[src/rtl/alu_shift_stage.sv]
// alu_shift_stage: two-stage valid/ready RV32 shift/rotate unit; Zbb rotates enabled by ALU_SHIFT_ROTATE_EN
module alu_shift_stage #(
  parameter int TAG_W = 5
) (
  input  logic             clk,
  input  logic             rst,
  input  logic             in_valid,
  output logic             in_ready,
  input  logic [2:0]       in_funct3,
  input  logic [6:0]       in_funct7,
  input  logic [31:0]      in_rs1,
  input  logic [31:0]      in_rs2,
  input  logic [TAG_W-1:0] in_tag,
  output logic             out_valid,
  input  logic             out_ready,
  output logic [31:0]      out_result,
  output logic [TAG_W-1:0] out_tag,
  output logic             out_illegal
);
  logic             s1_v, s2_v, s2_load, legal, s2_ill;
  logic             is_sll, is_srl, is_sra, is_rol, is_ror;
  logic [31:0]      s1_rs1, sh_res, sra_res, s2_res;
  logic [4:0]       s1_s, shamt;
  logic [2:0]       s1_f3;
  logic [6:0]       s1_f7;
  logic [1:0]       oper;
  logic [TAG_W-1:0] s1_tag, s2_tag;
  logic             unused_rs2;
  assign unused_rs2  = &{1'b0, in_rs2[31:5]};
  assign s2_load     = s1_v && (!s2_v || out_ready);
  assign in_ready    = !rst && (!s1_v || s2_load);
  assign out_valid   = s2_v;
  assign out_result  = s2_res;
  assign out_tag     = s2_tag;
  assign out_illegal = s2_ill;
  // decode S1 fields into shifter operation and shift amount
  always_comb begin
    is_sll = s1_f3 == 3'b001 && s1_f7 == 7'b0000000;
    is_srl = s1_f3 == 3'b101 && s1_f7 == 7'b0000000;
    is_sra = s1_f3 == 3'b101 && s1_f7 == 7'b0100000;
`ifdef ALU_SHIFT_ROTATE_EN
    is_rol = s1_f3 == 3'b001 && s1_f7 == 7'b0110000;
    is_ror = s1_f3 == 3'b101 && s1_f7 == 7'b0110000;
    shamt  = is_ror ? ~s1_s + 5'd1 : s1_s;
`else
    is_rol = 1'b0;
    is_ror = 1'b0;
    shamt  = s1_s;
`endif
    legal = is_sll || is_srl || is_sra || is_rol || is_ror;
    oper  = is_sll ? 2'b01 : is_sra ? 2'b10 : is_srl ? 2'b11 : 2'b00;
  end
  // combinational barrel shifter: 00 rotate-left, 01 sll, 10 sra, 11 srl
  always_comb begin
    sra_res = $signed(s1_rs1) >>> shamt;
    sh_res  = oper == 2'b00 ? (s1_rs1 << shamt) | (s1_rs1 >> (6'd32 - {1'b0, shamt})) :
              oper == 2'b01 ? s1_rs1 << shamt :
              oper == 2'b10 ? sra_res : s1_rs1 >> shamt;
  end
  // stage 1 capture; empties when its operation moves to stage 2
  always_ff @(posedge clk) begin
    if (rst) begin
      s1_v   <= 1'b0;
      s1_rs1 <= '0;
      s1_s   <= '0;
      s1_f3  <= '0;
      s1_f7  <= '0;
      s1_tag <= '0;
    end else if (in_valid && in_ready) begin
      s1_v   <= 1'b1;
      s1_rs1 <= in_rs1;
      s1_s   <= in_rs2[4:0];
      s1_f3  <= in_funct3;
      s1_f7  <= in_funct7;
      s1_tag <= in_tag;
    end else if (s2_load) begin
      s1_v <= 1'b0;
    end
  end
  // stage 2 result register; illegal operations yield zero with the flag set
  always_ff @(posedge clk) begin
    if (rst) begin
      s2_v   <= 1'b0;
      s2_res <= '0;
      s2_tag <= '0;
      s2_ill <= 1'b0;
    end else if (s2_load) begin
      s2_v   <= 1'b1;
      s2_res <= legal ? sh_res : 32'h0;
      s2_tag <= s1_tag;
      s2_ill <= !legal;
    end else if (out_ready) begin
      s2_v <= 1'b0;
    end
  end
endmodule

[config.mk]
export PLATFORM = sky130hd
export DESIGN_NAME = alu_shift_stage
export DESIGN_NICKNAME = d
export VERILOG_FILES = /design/src/rtl/alu_shift_stage.sv
export SDC_FILE = /design/constraint.sdc
export NUM_CORES = 1
export LEC_CHECK = 0
export BUFFER_PORTS_ARGS = -buffer_cell sky130_fd_sc_hd__clkbuf_2
export CORE_MARGIN = 3
export CORE_UTILIZATION = 60
export CTS_BUF_LIST = sky130_fd_sc_hd__clkbuf_8
export DETAILED_ROUTE_END_ITERATION = 10
export PLACE_DENSITY = 0.84
export SYNTH_ARGS = -nofsm -noshare
export SYNTH_HDL_FRONTEND = slang
export SYNTH_SLANG_ARGS = --single-unit
[constraint.sdc]
create_clock -name clk -period 6.3 [get_ports clk]
set_input_delay 1.26 -clock clk [delete_from_list [all_inputs] [get_ports clk]]
set_output_delay 1.26 -clock clk [all_outputs]
set_load 0.05 [all_outputs]
## Word level (Yosys, flattened, before mapping)

Index checks and enable logic that the tools add are counted.

| word-level totals | value |
|---|---|
| bits in registers | 92 |
| bits of input ports | 83 |
| output and inout port bits | 40 |
| word-level logic and storage cells | 50 |

| operators by class | value |
|---|---|
| $add $sub $neg | 1 |
| equality and inequality tests | 5 |
| shift operators | 4 |
| muxes and demuxes | 11 |
| bitwise gates (word level) | 1 |
| reduce and logical (&&, ||, !) cells | 18 |

Operator list:

| operator | count |
|---|---|
| 32-bit 2-to-1 mux | 4 |
| 32-bit bitwise OR | 1 |
| 32-bit by 5-bit << shifter with 32-bit output | 1 |
| 32-bit by 5-bit >> shifter with 32-bit output | 1 |
| 32-bit by 6-bit >> shifter with 32-bit output | 1 |
| 32-bit by 5-bit >>> shifter with 32-bit output | 1 |
| 7-bit by 6-bit equality test with 1-bit output, second input constant | 1 |
| 7-bit logical NOT | 1 |
| 1-bit logical AND | 6 |
| 2-bit 2-to-1 mux | 3 |
| 6-bit by 5-bit subtractor with 6-bit output, first input constant | 1 |
| 1-bit logical NOT | 4 |
| 1-bit logical OR | 4 |
| 1-bit 2-to-1 mux | 4 |
| 2-bit nonzero test | 2 |
| 3-bit by 1-bit equality test with 1-bit output, second input constant | 1 |
| 3-bit equality test, second input constant | 1 |
| 2-bit by 1-bit equality test with 1-bit output, second input constant | 1 |
| 2-bit equality test, second input constant | 1 |
| 2-bit logical NOT | 1 |

## Logic depth before layout (Yosys ltp)

| depth | value |
|---|---|
| word-level depth | 10 |
| depth in mapped cells | 10 |
| gate-level depth less buffers | 6 |

## Worst setup path before layout

OpenSTA, ideal clock, no wires.

| path | value |
|---|---|
| path kind | input to output |
| start point | input port out_ready |
| end point | output port in_ready |
| arrival | 2154 ps |
| required time | 5040 ps |
| setup slack | 2886 ps |
| stages | 2 |
| path buffers | 0 |
| path through | nor2b_1 a21oi_1 |

| on the way | value |
|---|---|
| longest elaborated chain between the ends | 4 |

RTL lines:

| what | line | text |
|---|---|---|
| start: declaration | 15 | `input logic out_ready,` |
| 1-bit logical OR | 30 | `assign s2_load = s1_v && (!s2_v \|\| out_ready);` |
| 1-bit logical AND | 30 |  |
| 1-bit logical OR | 31 | `assign in_ready = !rst && (!s1_v \|\| s2_load);` |
| 1-bit logical AND | 31 |  |
| end: declaration | 8 | `output logic in_ready,` |

No other way between the ends.

## Worst setup path after layout

| path | value |
|---|---|
| start point | input port rst |
| end point | output port in_ready |

| on the way | value |
|---|---|
| longest elaborated chain between the ends | 2 |

RTL lines:

| what | line | text |
|---|---|---|
| start: declaration | 6 | `input logic rst,` |
| 1-bit logical NOT | 31 |  |
| 1-bit logical AND | 31 |  |

No other way between the ends.

==> impl_table.tex <==
\begin{tabular}{lr}
\hline
Metric & Value \\
\hline
\multicolumn{2}{l}{\textbf{Logic synthesis}} \\
Number of flops mapped to enable cells by yosys & 0 \\
Post-synth top area share & 0.228 \\
Post-synthesis average cell area & 8.55 um2 \\
Share of synthesized registers carrying an async set or reset & 0 \\
Cell taking the most area after synthesis & sky130\_fd\_sc\_hd\_\_dfxtp\_1 \\
Number of flip-flops and latches in the synthesized netlist & 92 \\
Count of cell types in the netlist & 64 \\
Synthesized net count & 1029 \\
Register area share after synthesis & 0.228 \\
Number of warning messages in the yosys log & 0 \\
Biggest area contributors in the synthesized netlist & sky130\_fd\_sc\_hd\_\_dfxtp\_1, sky130\_fd\_sc\_hd\_\_mux4\_2, sky130\_fd\_sc\_hd\_\_nand2\_1 \\
Post-synthesis instance area & 8090 um2 \\
Synth Instances & 946 \\
Top flip-flop cell by instance count after synthesis & sky130\_fd\_sc\_hd\_\_dfxtp\_1 \\
\multicolumn{2}{l}{\textbf{CTS}} \\
Buffers inserted during post-CTS setup optimization & 0 \\
Clock tree root buffer cell & sky130\_fd\_sc\_hd\_\_clkbuf\_8 \\
Clock-pin slew on the worst setup and hold paths & 0.10 ns \\
TritonCTS clock tree & yes \\
Worst-skew pair later-pin latency & 0.39 ns \\
Number of buffers created by CTS & 9 \\
H-tree levels & 3 \\
Total of cells resized after clock tree synthesis & 0 \\
Total of hold buffers inserted after clock tree synthesis & 0 \\
Clock Tree Buf Depth & 2 \\
Number of sinks driven by the clock tree & between 90 and 100 \\
\multicolumn{2}{l}{\textbf{Finish}} \\
Final standard cell count with taps included and fillers excluded & 1129 \\
Number of diodes & 0 \\
Most used cells in the layout excluding fill and tap cells & sky130\_fd\_sc\_hd\_\_nand2\_1, sky130\_fd\_sc\_hd\_\_clkbuf\_2, sky130\_fd\_sc\_hd\_\_dfxtp\_1 \\
NumNets Final & 1035 \\
Area growth, synth to finish & 5.34\% \\
Share of final-layout standard cells stronger than drive strength 1 & 0.247 \\
Leading cell type in the layout, fill and taps excluded & sky130\_fd\_sc\_hd\_\_nand2\_1 \\
Fraction of the core area covered by cells at the end of the flow & 0.661 \\
\multicolumn{2}{l}{\textbf{Floorplan}} \\
Effective utilization at floorplan & 0.628 \\
Chip Width & 122 um \\
Die area & 14900 um2 \\
Number of standard-cell rows in the floorplan & $\sim$40 \\
Chip Height & 122 um \\
Count of pins on the block boundary & 123 \\
Core region area & 12900 um2 \\
\multicolumn{2}{l}{\textbf{Power}} \\
Sequential share of power & 0.427 \\
Leakage power figure & $\sim$3.3 nW \\
Worst ir drop on vdd & 0.149 mV \\
Internal Pwr Total & 1.02 mW \\
Clk network pwr share & 0.252 \\
P\_sw & about 630 uW \\
Combinational cell fraction of total power & 0.321 \\
Switching Share & 0.380 \\
Total power density per cell area & 194 nW/um2 \\
\multicolumn{2}{l}{\textbf{STA}} \\
Minimum hold slack & 0.452 ns \\
Final min period & 3.47 ns \\
Part of the cycle the worst path needs & 0.551 \\
Final hold violation count & 0 \\
Smallest setup slack after layout & 2.83 ns \\
Achievable clock frequency & 288 MHz \\
Final count of pins violating max slew & 0 \\
Unrepaired setup endpoints after global routing & false \\
Post-Route Skew & 0.0143 ns \\
Worst-case headroom to the max-slew limit & 0.308 \\
Number of setup violations in the final report & 0 \\
Worst Max-Slew Pin Slew & a little over 1 ns \\
Post-Route Setup TNS & 0 ns \\
\multicolumn{2}{l}{\textbf{Drt}} \\
DR pass1 iterations & 6 \\
Post-detailed-routing wire length & 26000 um \\
Remaining design rule violation count & 0 \\
Initial detailed-routing violation count & 1397 \\
Antenna violation net count after detailed routing & 0 \\
Via count of the routed design & 7996 \\
Routed len/inst & $\sim$23 um \\
Vias/cell & 7.08 \\
\multicolumn{2}{l}{\textbf{Critical path}} \\
Crit-path max FO & 68 \\
Data arrival time of the worst path & 2.21 ns \\
Crit path required time & 5.04 ns \\
Critical Path Start Type & primary input \\
Worst setup EP type & primary output \\
Critical setup path kind & primary input to primary output \\
\multicolumn{2}{l}{\textbf{Outcome}} \\
Result of the run & finished clean \\
\multicolumn{2}{l}{\textbf{Global route}} \\
Antenna violations before repair & 1 \\
Global-route wire length before repair & 40300 um \\
Congestion Overflow GR & 0 \\
Pin count of the biggest net entering global routing & 74 \\
Vias in the first global route & 7156 \\
Overall global routing resource usage & 0.349 \\
\multicolumn{2}{l}{\textbf{Placement}} \\
Total half-perimeter wirelength after legalization and detailed placement & 17900 um \\
Worst Setup Slack post-DPL & 2.84 ns \\
Count of buffers from port buffering & 95 \\
Count of placed standard cells including taps & about 1100 \\
Routability congestion estimate & 0.991 \\
\multicolumn{2}{l}{\textbf{Job}} \\
Number of max-cap violations & 0 \\
\multicolumn{2}{l}{\textbf{Worst hold path}} \\
Class of the tightest hold or removal check & register to register \\
\hline
\end{tabular}
cells in the mapped netlist, types with 3 or more instances:
master                      count
sky130_fd_sc_hd__o211ai_1       8
sky130_fd_sc_hd__nand3b_1      48
sky130_fd_sc_hd__nor2_1        65
sky130_fd_sc_hd__buf_1          5
sky130_fd_sc_hd__o31ai_1       14
sky130_fd_sc_hd__a31oi_1        7
sky130_fd_sc_hd__o2111ai_1      7
sky130_fd_sc_hd__o21a_1         5
sky130_fd_sc_hd__a211oi_1      13
sky130_fd_sc_hd__clkinv_1       3
sky130_fd_sc_hd__nor4_1         6
sky130_fd_sc_hd__and2_1         9
sky130_fd_sc_hd__o21ai_1       12
sky130_fd_sc_hd__a21oi_1       44
sky130_fd_sc_hd__o221ai_1       4
sky130_fd_sc_hd__o21ai_0       35
sky130_fd_sc_hd__buf_2         24
sky130_fd_sc_hd__mux4_2        70
sky130_fd_sc_hd__nor2b_1        6
sky130_fd_sc_hd__a22oi_1        5
sky130_fd_sc_hd__inv_1          5
sky130_fd_sc_hd__buf_6          9
sky130_fd_sc_hd__mux2i_1       56
sky130_fd_sc_hd__clkbuf_1      64
sky130_fd_sc_hd__nand4_1        6
sky130_fd_sc_hd__o22ai_1        5
sky130_fd_sc_hd__nor3_1        15
sky130_fd_sc_hd__buf_4          8
sky130_fd_sc_hd__nand3_1       22
sky130_fd_sc_hd__o32ai_1        4
sky130_fd_sc_hd__o311ai_0       4
sky130_fd_sc_hd__mux2_2        27
sky130_fd_sc_hd__dfxtp_1       92
sky130_fd_sc_hd__a22o_1         3
sky130_fd_sc_hd__and3_1         4
sky130_fd_sc_hd__nand2_1      175
sky130_fd_sc_hd__a32o_1         8
sky130_fd_sc_hd__a211o_1        3
sky130_fd_sc_hd__o31a_1         3
sky130_fd_sc_hd__nand2b_1      10
state kept, by name, indices dropped and copies added (netlist names), 3 cells and up:
name and flops:
out_result 32, s1_rs1 32, s1_f7 7, out_tag 5
s1_s 5, s1_tag 5, s1_f3 3
metal layers:
metal / GRT usage / wire length [um] / up-vias
met5: 0 / 13 / -
met4: 0.134 / 1030 / 2
met3: 0.0859 / 3570 / 88
met2: 0.509 / 11300 / 632
met1: 0.503 / 10000 / 3741
li1: - / - / 3533
area by class of cell:
cell class,instances,area (um2)
Inverter,8,30.0
Fill cell,1070,4360
Sequential cell,92,1850
Tap cell,172,215
Timing Repair Buffer,106,558
Clock inverter,7,72.6
Multi-Input combinational cell,735,5660
Clock buffer,9,124
metrics by stage:
step	area, um2	total power, mW
CTS	8520	1.63
global route	8520	1.71
finish	8520	1.65
floorplan	8090	1.08
detailed placement	8320	1.22
global placement	8320	1.21
critical path, stage by stage:
cell                       delay, ns
sky130_fd_sc_hd__clkbuf_2       0.08
sky130_fd_sc_hd__buf_4          0.28
sky130_fd_sc_hd__a21oi_1        0.26
sky130_fd_sc_hd__clkbuf_2       0.32
power groups by stage:
stage | registers [mW] | logic, mW | clock network [mW]
floorplan | 0.650 | 0.432 | 0
global placement | 0.711 | 0.501 | 0
detailed placement | 0.715 | 0.506 | 0
CTS | 0.701 | 0.510 | 0.417
global route | 0.711 | 0.558 | 0.441
finish | 0.704 | 0.529 | 0.416
path summary, 6_finish.rpt:
check                               from                           to  slack [ns]  depth (start not counted)
max                                  rst                     in_ready        2.83                          4
min          out_result[16]$_SDFFE_PP0P_  out_result[16]$_SDFFE_PP0P_        0.45                          2
max reg2reg         s1_s[1]$_SDFFE_PP0P_  out_result[31]$_SDFFE_PP0P_        2.83                          5
min reg2reg  out_result[16]$_SDFFE_PP0P_  out_result[16]$_SDFFE_PP0P_        0.45                          2
kinds of logic after synthesis:
kind of cell | after synthesis | synth area share
compound gates | 201 | 0.167
simple gates | 381 | 0.231
buf+inv | 119 | 0.0724
flops | 92 | 0.228
mux | 153 | 0.302
Power figures use the tool's default switching activity.
